### src/rtl/imem_pkg.sv
`default_nettype none
// ============================================================================
// Module   : imem_pkg
// Brief    : Shared types and constants for the instruction-memory fetch path.
// Revision : 1.0 - initial release
// ============================================================================
package imem_pkg;

    localparam int          IMEM_DEPTH   = 128;
    localparam logic [31:0] INSTR_EBREAK = 32'h0010_0073;
    localparam logic [31:0] INSTR_NOP    = 32'h0000_0013;

    typedef enum logic [1:0] {
        LOAD = 2'd0,
        RUN  = 2'd1,
        HALT = 2'd2
    } fetch_state_t;

endpackage
`default_nettype wire

### src/rtl/imem_byte_packer.sv
`default_nettype none
// ============================================================================
// Module   : imem_byte_packer
// Brief    : Assembles little-endian boot bytes into 32-bit imem write beats.
// Revision : 1.0 - initial release
// ============================================================================
module imem_byte_packer #(
    parameter int DEPTH = 128,
    parameter int AW    = 7
) (
    input  logic          clk,
    input  logic          rst_n,
    input  logic          accept,
    input  logic [7:0]    ld_byte,
    input  logic          ld_last,
    output logic          imem_we,
    output logic [AW-1:0] imem_waddr,
    output logic [31:0]   imem_wdata,
    output logic          final_write
);

    logic [1:0]    r_byte_cnt;
    logic [31:0]   r_acc;
    logic [AW-1:0] r_word_idx;
    logic          r_we;
    logic [AW-1:0] r_waddr;
    logic [31:0]   r_wdata;
    logic          r_final;

    logic [31:0]   w_merged;
    logic          w_word_done;
    logic          w_last_word;

    // Accumulator restarts from zero at lane 0, so unfilled upper lanes stay zero.
    assign w_merged    = ((r_byte_cnt == 2'd0) ? 32'd0 : r_acc)
                       | ({24'd0, ld_byte} << {r_byte_cnt, 3'b000});
    assign w_word_done = (r_byte_cnt == 2'd3) || ld_last;
    assign w_last_word = ld_last || (r_word_idx == AW'(DEPTH - 1));

    always_ff @(posedge clk) begin
        if (!rst_n) begin
            r_byte_cnt <= 2'd0;
            r_acc      <= 32'd0;
            r_word_idx <= '0;
            r_we       <= 1'b0;
            r_waddr    <= '0;
            r_wdata    <= 32'd0;
            r_final    <= 1'b0;
        end else begin
            r_we    <= 1'b0;
            r_final <= 1'b0;
            if (accept) begin
                r_acc      <= w_merged;
                r_byte_cnt <= ld_last ? 2'd0 : r_byte_cnt + 2'd1;
                if (w_word_done) begin
                    r_we       <= 1'b1;
                    r_waddr    <= r_word_idx;
                    r_wdata    <= w_merged;
                    r_word_idx <= r_word_idx + 1'b1;
                    r_final    <= w_last_word;
                end
            end
        end
    end

    assign imem_we     = r_we;
    assign imem_waddr  = r_waddr;
    assign imem_wdata  = r_wdata;
    assign final_write = r_final;

endmodule
`default_nettype wire

### src/rtl/imem_fetch_ctrl.sv
`default_nettype none
// ============================================================================
// Module   : imem_fetch_ctrl
// Brief    : Boot loader and PC/fetch sequencer for the 128x32 instruction memory.
// Revision : 1.0 - initial release
// ============================================================================
module imem_fetch_ctrl
    import imem_pkg::*;
#(
    parameter int          DEPTH    = IMEM_DEPTH,
    parameter int          AW       = 7,
    parameter logic [31:0] RESET_PC = 32'h0000_0000
) (
    input  logic          clk,
    input  logic          rst_n,
    input  logic          ld_valid,
    input  logic [7:0]    ld_byte,
    output logic          ld_ready,
    input  logic          ld_last,
    output logic          imem_we,
    output logic [AW-1:0] imem_waddr,
    output logic [31:0]   imem_wdata,
    output logic [31:0]   imem_raddr,
    input  logic [31:0]   imem_rdata,
    input  logic          stall,
    input  logic          redirect,
    input  logic [31:0]   redirect_pc,
    output logic          f_valid,
    output logic [31:0]   f_pc,
    output logic [31:0]   f_instr,
    output logic          running,
    output logic          halted,
    output logic          fault
);

    fetch_state_t r_state;
    fetch_state_t w_state_next;

    logic [31:0] r_pc;
    logic        r_f_valid;
    logic [31:0] r_f_pc;
    logic [31:0] r_f_instr;
    logic        r_fault;

    logic        w_final_write;
    logic        w_accept;
    logic        w_pc_ok;
    logic        w_take_redirect;
    logic        w_issue;
    logic        w_raise_fault;
    logic        w_ebreak_halt;

    // Ready drops during the final write beat so no byte past the image is taken.
    assign ld_ready = (r_state == LOAD) && !w_final_write;
    assign w_accept = ld_valid && ld_ready;
    assign w_pc_ok  = (r_pc[1:0] == 2'b00) && (r_pc[31:AW+2] == '0);

    imem_byte_packer #(
        .DEPTH (DEPTH),
        .AW    (AW)
    ) u_packer (
        .clk         (clk),
        .rst_n       (rst_n),
        .accept      (w_accept),
        .ld_byte     (ld_byte),
        .ld_last     (ld_last),
        .imem_we     (imem_we),
        .imem_waddr  (imem_waddr),
        .imem_wdata  (imem_wdata),
        .final_write (w_final_write)
    );

    always_ff @(posedge clk) begin
        if (!rst_n) begin
            r_state <= LOAD;
        end else begin
            r_state <= w_state_next;
        end
    end

    always_comb begin
        w_state_next    = r_state;
        w_take_redirect = 1'b0;
        w_issue         = 1'b0;
        w_raise_fault   = 1'b0;
        w_ebreak_halt   = 1'b0;
        case (r_state)
            LOAD: begin
                if (w_final_write) begin
                    w_state_next = RUN;
                end
            end
            RUN: begin
                // A presented EBREAK beat ends fetching regardless of other controls.
                if (r_f_valid && (r_f_instr == INSTR_EBREAK)) begin
                    w_ebreak_halt = 1'b1;
                    w_state_next  = HALT;
                end else if (redirect) begin
                    w_take_redirect = 1'b1;
                end else if (!stall) begin
                    if (w_pc_ok) begin
                        w_issue = 1'b1;
                    end else begin
                        w_raise_fault = 1'b1;
                        w_state_next  = HALT;
                    end
                end
            end
            HALT: begin
                w_state_next = HALT;
            end
            default: begin
                w_state_next = LOAD;
            end
        endcase
    end

    always_ff @(posedge clk) begin
        if (!rst_n) begin
            r_pc      <= RESET_PC;
            r_f_valid <= 1'b0;
            r_f_pc    <= 32'd0;
            r_f_instr <= 32'd0;
            r_fault   <= 1'b0;
        end else begin
            if ((r_state == LOAD) && w_final_write) begin
                r_pc <= RESET_PC;
            end
            if (w_take_redirect) begin
                r_pc      <= redirect_pc;
                r_f_valid <= 1'b0;
            end
            if (w_issue) begin
                r_f_pc    <= r_pc;
                r_f_instr <= imem_rdata;
                r_f_valid <= 1'b1;
                r_pc      <= r_pc + 32'd4;
            end
            if (w_raise_fault) begin
                r_fault   <= 1'b1;
                r_f_valid <= 1'b0;
            end
            if (w_ebreak_halt) begin
                r_f_valid <= 1'b0;
            end
        end
    end

    assign imem_raddr = (r_state == RUN) ? 32'(r_pc[AW+1:2]) : 32'd0;
    assign f_valid    = r_f_valid;
    assign f_pc       = r_f_pc;
    assign f_instr    = r_f_instr;
    assign running    = (r_state == RUN);
    assign halted     = (r_state == HALT);
    assign fault      = r_fault;

endmodule
`default_nettype wire

### config.mk
export PLATFORM = sky130hd
export DESIGN_NAME = imem_fetch_ctrl
export DESIGN_NICKNAME = d
export VERILOG_FILES = /design/src/rtl/imem_pkg.sv /design/src/rtl/imem_byte_packer.sv /design/src/rtl/imem_fetch_ctrl.sv
export SDC_FILE = /design/constraint.sdc
export NUM_CORES = 1
export LEC_CHECK = 0
export ABC_AREA = 1
export BUFFER_PORTS_ARGS = -buffer_cell sky130_fd_sc_hd__clkbuf_2
export CAP_MARGIN = 20
export CORE_MARGIN = 1.5
export CORE_UTILIZATION = 49
export CTS_BUF_LIST = sky130_fd_sc_hd__clkbuf_4 sky130_fd_sc_hd__clkbuf_8
export DETAILED_ROUTE_END_ITERATION = 8
export PLACE_DENSITY = 0.79
export REMOVE_ABC_BUFFERS = 1
export SLEW_MARGIN = 20
export SYNTH_ARGS = -nofsm -noshare
export SYNTH_HDL_FRONTEND = slang
export SYNTH_HIERARCHICAL = 1
export SYNTH_SLANG_ARGS = --single-unit
### constraint.sdc
create_clock -name clk -period 1.7 [get_ports clk]
set_input_delay 0.34 -clock clk [delete_from_list [all_inputs] [get_ports clk]]
set_output_delay 0.34 -clock clk [all_outputs]
set_load 0.01 [all_outputs]
==> metrics.cfg <==
[setup_path]
arrival_ns=2.48
worstSetupEndpointType=register
crit_type=register to register
cp_max_fo=5
cp-start-kind=register
reg2reg_depth=8
cp.depth=8
crit_chain=ha_1 -> nand2_1 -> nor3_1 -> xor2_1 -> nand2_4 -> nand2_2 -> inv_2 -> a21oi_2
cp_slowest_cell=nor3_1
crit_family=simple AND/OR/NAND/NOR gates
critPathMaxStageDelay_ns=0.53
crit_buf_inv=1
required_ns=2.12

[clock_network]
cts_tree=done
cts_sinks=182
cts_root_buf=clkbuf_8
hold_buffers=0
clk_pin_slew_worst_paths_ns=0.10
cts_max_level=4
cts_buffers=17
clk_path_buf_depth=2
clock_latency_ns=0.48

[final_layout]
multiInputGateArea_um2=4063
drive_gt1_frac=0.3861
area_growth_pct=44.26
seq_area_um2=3676
fill_cells=1130
final_cell_mix=182 x clkbuf_2, 162 x dfxtp_1, 157 x nor2_1, 147 x nand2_1, 98 x inv_1
finalNonFillerCells=1569
final_common_cell=clkbuf_2
final_nets=1425

[logic_synthesis]
synth_area_leaders=dfxtp_1 46%, nor2_1 9.6%, nand2_1 8.8%
ys_ff_latch=182
syn_area_per_cell_um2=7.291
synth.largest_area_cell=dfxtp_1
synthCells=1077
synth_enable_flop_cells=0
yosysSeqAreaShare=0.4640
ys_types=38
synthArstFlopShare=0
yosysWarnings=6
synth_top_flop_cell=dfxtp_1
netlist_area_um2=7853
synth_top_cell_area_share=0.4640

[timing]
finalSetupViolations=135
finClkSkew_ns=0.02135
final.min_clock_period_ns=2.059
worst_pin_slew_ns=0.5989
drv_slew=0
hold_viol=0
grt_setup_unrepaired=yes
fin_ws_ns=-0.3593
fin_crit_sh=1.211
clock.fmax_ghz=0.4856
maxSlewHeadroom=0.5977

[die]
die_w_um=129.6
num_rows=46
start_util=0.4979
dieArea_um2=16790
coreArea_um2=15770
die_h_um=129.6
io_pins=219

[global_route]
grt.overflow.total=0
grt_pass1_vias=6805
gr-usage-all-layers=0.2502
grt_pass1_wl_um=33340
grt_max_degree=52
antenna_found_initial=2

[place]
dpl.hpwl_um=13990
gp_congestion=0.8231
port-buffer-count=193
placedCellCount=1483

[pwr]
power.leakage_nw=5.530
switching_share=0.3716
p_sw_mw=4.978
power_mw=13.40
power_frac_seq=0.388
p_int_mw=8.419
p_per_area_nw_per_um2=1183
comb_power_share=0.397
ir_drop_mv=0.7019
p_clk_frac=0.215

[drt]
drtAntennaViolNets=0
drt_pass1_iterations=8
routed_wirelength_um=26370
num_vias=8383
viasPerCell=5.343
first_iter_violations=783
drc_errors=0
wl_per_cell_um=16.81

[job]
drv_cap=0

[run_status]
status=complete, but fails checks
failed_checks=setup timing

[worst_hold_path]
holdPathStages=3
worstHoldPathType=input pin to register

==> area by class of cell <==
class | count | share of cell area
Clock inverter | 15 | 0.01270
Timing Repair Buffer | 307 | 0.2214
Antenna cell | 1 | 0.0002209
Tap cell | 216 | 0.02386
Multi-Input combinational cell | 717 | 0.3586
Inverter | 114 | 0.03799
Sequential cell | 182 | 0.3245
Clock buffer | 17 | 0.02065
==> cells by family after synthesis <==
| family | share of synthesized area |
|---|---|
| other cells | 0.0004776 |
| compound gates | 0.1509 |
| buf+inv | 0.1192 |
| simple gates | 0.2471 |
| flops | 0.4640 |
| xor+xnor | 0.005577 |
| fa+ha+maj | 0.01275 |
==> metrics by stage <==
| step | TNS, ns | instance area [um2] | util | setup slack, ns | hold slack, ns |
|---|---|---|---|---|---|
| after floorplan | -49.69 | 7435 | - | -0.6283 | 0.4361 |
| after global placement | -1.678 | 9331 | 0.5917 | -0.1047 | 0.4235 |
| after detailed placement | -2.644 | 9331 | 0.5917 | -0.1226 | 0.4253 |
| after CTS | -3.519 | 10290 | 0.6524 | -0.1490 | 0.06059 |
| after global routing | -26.12 | 11330 | 0.7183 | -0.5247 | 0.1061 |
| final | -12.16 | 11330 | 0.7183 | -0.3593 | 0.1127 |
==> power groups by stage <==
stage	Clock, mW	Combinational [mW]	Sequential (mW)
after floorplan	0	2.08	5.23
after global placement	0	3.38	5.19
after detailed placement	0	3.45	5.21
after CTS	2.92	4.18	5.13
after global routing	3.12	5.72	5.24
final	2.89	5.32	5.19
==> tightest hold or removal path, delay by kind of cell <==
family	cells	cell delay [ns]
AOI/OAI and AO/OA	1	0.06
buffers and inverters	1	0.08
and+or+nand+nor	1	0.08
==> layer usage <==
layer	vias up	track usage	part of all wire
met5	-	0	0.00049
met4	2	0.09804	0.052
met3	140	0.06152	0.089
met2	505	0.4205	0.48
met1	3817	0.3091	0.38
li1	3919	-	-
==> sequential cells by signal, summed over array words and instances, names as in the netlist <==
| name | cells |
|---|---|
| f_instr | 32 |
| f_pc | 32 |
| r_pc | 32 |
| u_packer/imem_wdata | 32 |
| u_packer/r_acc | 32 |
| u_packer/imem_waddr | 7 |
| u_packer/r_word_idx | 7 |
| r_state | 2 |
| u_packer/r_byte_cnt | 2 |
| f_valid | 1 |
| fault | 1 |
| u_packer/final_write | 1 |
| u_packer/imem_we | 1 |
==> synth_stat cells, types with 3 or more instances <==
master      n
nor2_2      3
buf_6       6
nand2_1   185
nand3_1    49
o21ai_0    69
nor2_4      3
o22ai_1    32
buf_4      27
o21ai_1    27
dfxtp_1   182
ha_1        8
inv_2       3
a22oi_1    17
inv_1     109
xor2_1      4
a21oi_1    60
nand3b_1   17
nor2_1    201
clkbuf_1   30
buf_2      23
==> timing repair <==
action                                  CTS  global route
pin swaps                                20            73
resized for setup                       107           220
setup buffers                            17            22
endpoints found under the setup margin  143           190
cloned                                    6            16
==> path summary, 6_finish.rpt <==
path            startpoint         end  slack, ns
min          imem_rdata[2]  f_instr[2]       0.11
max                r_pc[3]     r_pc[8]      -0.36
min reg2reg       f_pc[29]    f_pc[29]       0.45
max reg2reg        r_pc[3]     r_pc[8]      -0.36
Note: power is estimated with default switching activity, not from simulation.
